<file path="src/rtl/rlbp_pkg.sv">
// ---------------------------------------------------------------------------
// rlbp_pkg
// Shared definitions for the RLBP result-stream receiver: the receiver state
// encoding, default code width, error-counter width and a saturating
// increment helper used by the error counter.
// ---------------------------------------------------------------------------
package rlbp_pkg;

  typedef enum logic [1:0] {
    IDLE      = 2'd0,
    SHIFT     = 2'd1,
    WAIT_DONE = 2'd2
  } rlbp_state_e;

  localparam int RLBP_CODE_W_DEFAULT = 8;
  localparam int ERR_CNT_W           = 8;

  // Increment that sticks at all-ones instead of wrapping back to zero.
  function automatic logic [ERR_CNT_W-1:0] satInc(input logic [ERR_CNT_W-1:0] v);
    return (v == {ERR_CNT_W{1'b1}}) ? v : v + ERR_CNT_W'(1);
  endfunction

endpackage

</file>
<file path="src/rtl/rlbp_rx_fifo.sv">
// ---------------------------------------------------------------------------
// rlbp_rx_fifo
// Code buffer between the serial receiver and the management side.
//
// Build option RLBP_RX_FIFO_EN:
//   defined   : DEPTH-entry circular buffer, pointers carry an extra wrap bit
//               so full and empty can be told apart.
//   undefined : single holding register; DEPTH is ignored and the buffer is
//               full whenever it holds a code.
// In both builds a pop in the same cycle as a push on a full buffer frees the
// slot, so the push is accepted.
//
// Ports:
//   i_clk, i_rst_n : clock, asynchronous active-low reset
//   i_push, i_data : write request and code to write
//   i_pop          : consumer takes the head entry (ignored when empty)
//   o_data         : head entry
//   o_full/o_empty : occupancy status
//   o_drop         : push refused because the buffer was full (1-cycle pulse)
// ---------------------------------------------------------------------------
module rlbp_rx_fifo #(
  parameter int WIDTH = 8,
  parameter int DEPTH = 4
) (
  input  logic             i_clk,
  input  logic             i_rst_n,
  input  logic             i_push,
  input  logic [WIDTH-1:0] i_data,
  input  logic             i_pop,
  output logic [WIDTH-1:0] o_data,
  output logic             o_full,
  output logic             o_empty,
  output logic             o_drop
);

  logic w_doPush;
  logic w_doPop;

`ifdef RLBP_RX_FIFO_EN

  localparam int AW = $clog2(DEPTH);

  logic [WIDTH-1:0] r_mem [DEPTH];
  logic [AW:0]      r_wrPtr;
  logic [AW:0]      r_rdPtr;

  // Equal pointers mean empty; equal index with differing wrap bits means full.
  assign o_empty  = (r_wrPtr == r_rdPtr);
  assign o_full   = (r_wrPtr[AW] != r_rdPtr[AW]) &&
                    (r_wrPtr[AW-1:0] == r_rdPtr[AW-1:0]);
  assign w_doPop  = i_pop & ~o_empty;
  assign w_doPush = i_push & (~o_full | w_doPop);
  assign o_drop   = i_push & ~w_doPush;
  assign o_data   = r_mem[r_rdPtr[AW-1:0]];

  // Storage and pointers. The array is cleared on reset so the head output
  // reads zero before the first code arrives.
  always_ff @(posedge i_clk or negedge i_rst_n) begin
    if (!i_rst_n) begin
      for (int i = 0; i < DEPTH; i++) begin
        r_mem[i] <= '0;
      end
      r_wrPtr <= '0;
      r_rdPtr <= '0;
    end else begin
      if (w_doPush) begin
        r_mem[r_wrPtr[AW-1:0]] <= i_data;
        r_wrPtr                <= r_wrPtr + (AW+1)'(1);
      end
      if (w_doPop) begin
        r_rdPtr <= r_rdPtr + (AW+1)'(1);
      end
    end
  end

`else

  logic [WIDTH-1:0] r_data;
  logic             r_valid;

  assign o_full   = r_valid;
  assign o_empty  = ~r_valid;
  assign w_doPop  = i_pop & r_valid;
  assign w_doPush = i_push & (~r_valid | w_doPop);
  assign o_drop   = i_push & ~w_doPush;
  assign o_data   = r_data;

  // Single holding register. A push wins over a simultaneous pop, which is
  // what lets a code replace the one being consumed in the same cycle.
  always_ff @(posedge i_clk or negedge i_rst_n) begin
    if (!i_rst_n) begin
      r_data  <= '0;
      r_valid <= 1'b0;
    end else if (w_doPush) begin
      r_data  <= i_data;
      r_valid <= 1'b1;
    end else if (w_doPop) begin
      r_valid <= 1'b0;
    end
  end

`endif

endmodule

</file>
<file path="src/rtl/rlbp_stream_rx.sv">
// ---------------------------------------------------------------------------
// rlbp_stream_rx
// Receiver for the RLBP controller's serial result stream. The slow serial
// clock is oversampled in the wb_clk_i domain; each frame (start strobe,
// CODE_W data bits MSB first, done strobe) is reassembled into one code,
// framing is checked, and good codes are buffered behind a valid/ready
// handshake.
//
// Build option RLBP_RX_FIFO_EN selects a FIFO_DEPTH-entry buffer; without it
// a single holding register is used (see rlbp_rx_fifo).
//
// Ports:
//   wb_clk_i, wb_rst_ni  : system clock, asynchronous active-low reset
//   ser_clk_i            : serial bit clock (asynchronous)
//   ser_start_i          : frame start marker
//   ser_data_i           : serial data, MSB first
//   ser_done_i           : frame end marker
//   clr_i                : clear overflow flag and error counter
//   code_o, code_valid_o : head-of-buffer code and its valid flag
//   code_ready_i         : consumer accepts code_o
//   frame_err_o          : 1-cycle pulse per framing error
//   err_cnt_o            : saturating framing-error count
//   overflow_o           : sticky, a completed code was dropped
//   busy_o               : receiver is inside a frame
// ---------------------------------------------------------------------------
module rlbp_stream_rx
  import rlbp_pkg::*;
#(
  parameter int CODE_W      = RLBP_CODE_W_DEFAULT,
  parameter int FIFO_DEPTH  = 4,
  parameter int SYNC_STAGES = 2
) (
  input  logic                 wb_clk_i,
  input  logic                 wb_rst_ni,
  input  logic                 ser_clk_i,
  input  logic                 ser_start_i,
  input  logic                 ser_data_i,
  input  logic                 ser_done_i,
  input  logic                 clr_i,
  output logic [CODE_W-1:0]    code_o,
  output logic                 code_valid_o,
  input  logic                 code_ready_i,
  output logic                 frame_err_o,
  output logic [ERR_CNT_W-1:0] err_cnt_o,
  output logic                 overflow_o,
  output logic                 busy_o
);

  localparam int CNT_W = $clog2(CODE_W + 1);

  logic [SYNC_STAGES-1:0] r_syncClk;
  logic [SYNC_STAGES-1:0] r_syncStart;
  logic [SYNC_STAGES-1:0] r_syncData;
  logic [SYNC_STAGES-1:0] r_syncDone;
  logic                   r_clkPrev;

  rlbp_state_e            r_state;
  logic [CODE_W-1:0]      r_shift;
  logic [CNT_W-1:0]       r_bitCnt;
  logic                   r_push;
  logic                   r_frameErr;
  logic [ERR_CNT_W-1:0]   r_errCnt;
  logic                   r_overflow;

  logic                   w_sClk;
  logic                   w_start;
  logic                   w_data;
  logic                   w_done;
  logic                   w_strobe;
  logic                   w_err;
  logic                   w_pop;
  logic                   w_empty;
  logic                   w_full;
  logic                   w_drop;

  // Identical flop chains on all four serial inputs keep start/data/done
  // aligned with the synchronized clock they were launched against.
  always_ff @(posedge wb_clk_i or negedge wb_rst_ni) begin
    if (!wb_rst_ni) begin
      r_syncClk   <= '0;
      r_syncStart <= '0;
      r_syncData  <= '0;
      r_syncDone  <= '0;
      r_clkPrev   <= 1'b0;
    end else begin
      r_syncClk   <= {r_syncClk[SYNC_STAGES-2:0],   ser_clk_i};
      r_syncStart <= {r_syncStart[SYNC_STAGES-2:0], ser_start_i};
      r_syncData  <= {r_syncData[SYNC_STAGES-2:0],  ser_data_i};
      r_syncDone  <= {r_syncDone[SYNC_STAGES-2:0],  ser_done_i};
      r_clkPrev   <= w_sClk;
    end
  end

  assign w_sClk   = r_syncClk[SYNC_STAGES-1];
  assign w_start  = r_syncStart[SYNC_STAGES-1];
  assign w_data   = r_syncData[SYNC_STAGES-1];
  assign w_done   = r_syncDone[SYNC_STAGES-1];
  assign w_strobe = w_sClk & ~r_clkPrev;

  // A framing error is any start or done marker out of place while a frame
  // is open, or a missing done after the last data bit. Start together with
  // done in IDLE is a legal frame start and not an error.
  assign w_err = w_strobe &
                 (((r_state == SHIFT)     & (w_start | w_done)) |
                  ((r_state == WAIT_DONE) & (w_start | ~w_done)));

  // Frame state machine with its registered outputs: push request, error
  // pulse and the saturating error counter. Start always restarts the frame,
  // so it takes priority over done and data in every state.
  always_ff @(posedge wb_clk_i or negedge wb_rst_ni) begin
    if (!wb_rst_ni) begin
      r_state    <= IDLE;
      r_shift    <= '0;
      r_bitCnt   <= '0;
      r_push     <= 1'b0;
      r_frameErr <= 1'b0;
      r_errCnt   <= '0;
    end else begin
      r_push     <= 1'b0;
      r_frameErr <= w_err;

      if (clr_i) begin
        r_errCnt <= w_err ? ERR_CNT_W'(1) : '0;
      end else if (w_err) begin
        r_errCnt <= satInc(r_errCnt);
      end

      if (w_strobe) begin
        case (r_state)
          IDLE: begin
            if (w_start) begin
              r_shift  <= '0;
              r_bitCnt <= '0;
              r_state  <= SHIFT;
            end
          end
          SHIFT: begin
            if (w_start) begin
              r_shift  <= '0;
              r_bitCnt <= '0;
            end else if (w_done) begin
              r_state <= IDLE;
            end else begin
              r_shift  <= {r_shift[CODE_W-2:0], w_data};
              r_bitCnt <= r_bitCnt + CNT_W'(1);
              if (r_bitCnt == CNT_W'(CODE_W - 1)) begin
                r_state <= WAIT_DONE;
              end
            end
          end
          WAIT_DONE: begin
            if (w_start) begin
              r_shift  <= '0;
              r_bitCnt <= '0;
              r_state  <= SHIFT;
            end else begin
              r_push  <= w_done;
              r_state <= IDLE;
            end
          end
          default: begin
            r_state <= IDLE;
          end
        endcase
      end
    end
  end

  // Sticky overflow flag. A drop in the same cycle as a clear still sets it,
  // so a lost code is never hidden.
  always_ff @(posedge wb_clk_i or negedge wb_rst_ni) begin
    if (!wb_rst_ni) begin
      r_overflow <= 1'b0;
    end else begin
      r_overflow <= w_drop | (r_overflow & ~clr_i);
    end
  end

  assign w_pop = ~w_empty & code_ready_i;

  // The shift register is untouched until the next start strobe, which is
  // at least one full serial period away, so it can feed the buffer directly
  // in the push cycle.
  rlbp_rx_fifo #(
    .WIDTH (CODE_W),
    .DEPTH (FIFO_DEPTH)
  ) u_fifo (
    .i_clk   (wb_clk_i),
    .i_rst_n (wb_rst_ni),
    .i_push  (r_push),
    .i_data  (r_shift),
    .i_pop   (w_pop),
    .o_data  (code_o),
    .o_full  (w_full),
    .o_empty (w_empty),
    .o_drop  (w_drop)
  );

  assign code_valid_o = ~w_empty;
  assign frame_err_o  = r_frameErr;
  assign err_cnt_o    = r_errCnt;
  assign overflow_o   = r_overflow;
  assign busy_o       = (r_state != IDLE);

endmodule

</file>
<file path="config.mk">
export PLATFORM = sky130hd
export DESIGN_NAME = rlbp_stream_rx
export DESIGN_NICKNAME = d
export VERILOG_FILES = /design/src/rtl/rlbp_pkg.sv /design/src/rtl/rlbp_rx_fifo.sv /design/src/rtl/rlbp_stream_rx.sv
export SDC_FILE = /design/constraint.sdc
export NUM_CORES = 1
export LEC_CHECK = 0
export ABC_AREA = 1
export CAP_MARGIN = 15
export CORE_UTILIZATION = 55
export CTS_CLUSTER_SIZE = 14
export DETAILED_ROUTE_END_ITERATION = 12
export PLACE_DENSITY_LB_ADDON = 0.15
export SLEW_MARGIN = 10
export SYNTH_ARGS = -nofsm -noshare
export SYNTH_HDL_FRONTEND = slang
export SYNTH_SLANG_ARGS = --single-unit
</file>
<file path="constraint.sdc">
create_clock -name wb_clk_i -period 2.3 [get_ports wb_clk_i]
set_input_delay 0.345 -clock wb_clk_i [delete_from_list [all_inputs] [get_ports wb_clk_i]]
set_output_delay 0.345 -clock wb_clk_i [all_outputs]
set_load 0.01 [all_outputs]
</file>
==> out/results.tsv <==
metric	value	unit
outcome	completed	
# rows	20	
unrepaired setup endpoints after global routing	no	
Internal	1.059	mW
Avg Inst Size Synth	8.666	µm²
final hold violation count	0	
most frequent cells after synthesis	70 x nand2_1, 43 x dfrtp_1, 24 x inv_1	
WHS	0.3586	ns
fin. max-slew vios	0	
CTS tree	built	
number of synthesized flops with an enable pin	0	
Yosys reg bits	43	
die width	60.48	µm
first-pass GRT wire length	5340	µm
cell area after synthesis	1881	µm²
PD cells	676.1	nW/µm²
GR Util All Layers	19.91	%
Pre-antenna DRT Iters	4	
f_max	0.5521	GHz
syn_nets	227	
vias in the first global route	1276	
most frequent cell after synthesis	nand2_1	
required time worst endpoint	1.96	ns
sequential share of power	57.9	%
clock buffer depth	2	
DRC violations left	0	
ANT cells	0	
Tcrit/Tclk final	78.76	%
Register-to-Register Path Depth	8	
CP bufs+invs	2	
crit-path max cell delay	0.53	ns
worst setup path category	flip-flop to output port	
Synth Warn #	0	
Comb pwr share	20.9	%
Vias	1438	
setup TNS	0	ns
Starting Density	59.64	%
Least-Margin Pin Slew	0.4443	ns
via/cell ratio	4.891	
Crit. End Element	output port	
initial antenna violation count	0	
r2r startpoint	err_cnt_o[0]	
Max-Slew Margin vs Limit	70.31	%
clk root buf	clkbuf_4	
Layout area overhead	19.56	%
flop2flop setup slack	0.84	ns
cells after synthesis	217	
Max Cap Violations	0	
Final WS setup	0.4886	ns
CP max-delay cell	clkdlybuf4s50_1	
Final Skew	0.008958	ns
# setup viols final	0	
Detailed Place HPWL	2292	µm
critical-path cell list	inv_2 > nand2_1 > clkdlybuf4s50_1	
post-DR wirelength/cell	10.49	µm
critical path arrival	1.47	ns
total die area	3657	µm²
CTS Buf Count	5	
num ports	28	
Synth Flop Type	dfrtp_1	
routability cong.	0.8561	
worst vdd ir	0.4399	mV
CTS sink count	43	
sequential share of the synthesized area	57.22	%
Clock transition at path regs	0.10	ns
hold path startpoint	r_syncDone[0]	
Clock Power Share	21.2	%
Cells on Worst Hold Path	0	
RR Endpoint	err_cnt_o[4]	
Antenna Nets Post-Route	0	
Synth top area share	57.22	%
CP top delay family	buffers and inverters	
P_leak	1.044	nW
WHS Endpoint	r_syncDone[1]	
Tmin final	1.811	ns
Die Span Y	60.48	µm
GRT overflow	0	
wirelength, routed	3085	µm
number of I/O port buffers	27	
# H-tree levels	2	
layout cells sized above 1	8.000	%
Switching Share	30.31	%
worst hold path class	flip-flop to flip-flop	
Synth area leader	dfrtp_1	
largest net degree at the start of global routing	25	
clk_lat worst skew	0.33	ns
Synth async-reset ratio	100.0	%
initial drt markers	60	
synth top area cells	dfrtp_1 57%, nand2_1 14%, inv_1 4.8%, o21ai_0 4.3%, nand3_1 4.0%	
CP Max Fanout	6	
Sw Pwr	0.4607	mW
# nets final	261	
Power Total	1.520	mW
kind of start point of the critical path	flip-flop	
core area	3153	µm²
Place WS	0.6593	ns
post-synth cell types	22	
## power by group through the flow
| stage | clock, mW | sequential (mW) | combinational [mW] |
|---|---|---|---|
| 2_1_floorplan | 0 | 0.890 | 0.201 |
| 3_3_place_gp | 0 | 0.891 | 0.313 |
| 3_5_place_dp | 0 | 0.895 | 0.318 |
| 4_1_cts | 0.342 | 0.880 | 0.321 |
| 5_1_grt | 0.367 | 0.891 | 0.364 |
| 6_report | 0.323 | 0.880 | 0.317 |
## kinds of logic (layout without fill, tap and decap cells)
group	count (synthesis)	in the layout	synth area share, %
AO/OA/AOI/OAI	28	28	7.851
XOR/XNOR	1	1	0.4658
adder cells (fa/ha/maj)	2	2	1.330
buffers and inverters	28	61	5.988
flip-flops	43	43	57.22
AND/OR/NAND/NOR	115	115	27.15
## sequential cells by signal, summed over array words and instances (netlist names)
signal,flops
r_clkPrev,1
r_shift,8
r_syncData,2
r_syncStart,2
r_syncDone,2
u_fifo.o_full,1
r_bitCnt,4
err_cnt_o,8
r_state,2
frame_err_o,1
r_push,1
u_fifo.o_data,8
overflow_o,1
r_syncClk,2
## layer usage
| layer | up-vias | global-route usage (%) | routed length, µm |
|---|---|---|---|
| met5 | - | 0 | 0 |
| met4 | 0 | 7.143 | 40 |
| met3 | 6 | 5.117 | 120 |
| met2 | 33 | 31.87 | 1395 |
| met1 | 657 | 26.49 | 1530 |
| li1 | 742 | - | - |
## through the flow
step           cells  utilization [%]  area (µm²)
2_1_floorplan    217                -        1881
3_3_place_gp     287            69.56        2193
3_5_place_dp     287            69.56        2193
4_1_cts          294            71.31        2248
5_1_grt          294            71.31        2248
6_report         294            71.31        2248
## placed cells by master (no fill, tap or decap)
cell type        count
o21ai_0             16
nor4_1               1
inv_1               24
nand2_1             70
o21a_1               1
nor2_1              18
nor3_1               1
dfrtp_1             43
buf_2                1
nand2_4              2
a21oi_1              5
nor2_2               1
nand3_1             15
inv_2                2
o21bai_1             2
xnor2_1              1
ha_1                 2
buf_4                1
clkbuf_4             5
o21ai_1              4
nor2_4               2
nand2_2              4
clkinvlp_4           1
nand3_4              1
clkdlybuf4s50_1     26
dlygate4sd3_1        1
## timing repair
action                    CTS  global route
setup buffers               0             0
hold endpoints to repair   19             0
gates resized for setup     0             0
hold buffers                1             0
## area by class of cell
cell class / instances / area, µm²
clock buffers: 5 / 37.54
multi-input cells: 146 / 691.9
clock inverters: 1 / 7.507
flip-flops and latches: 43 / 1076
inverters: 26 / 97.59
fillers: 272 / 904.6
well taps: 44 / 55.05
repair buffers: 29 / 282.8
## worst max-delay path by stage
stage,from,end,slack [ns],cells past startpoint
3_5_place_dp,code_ready_i,u_fifo.o_data[1],0.66,5
4_1_cts,r_state[0],busy_o,0.47,3
3_3_place_gp,clr_i,err_cnt_o[0],0.71,5
5_1_grt,r_state[0],busy_o,0.39,3
6_report,r_state[0],busy_o,0.49,3
2_1_floorplan,err_cnt_o[0],err_cnt_o[4],0.96,8
No activity file was read; power rests on OpenSTA's default activity.
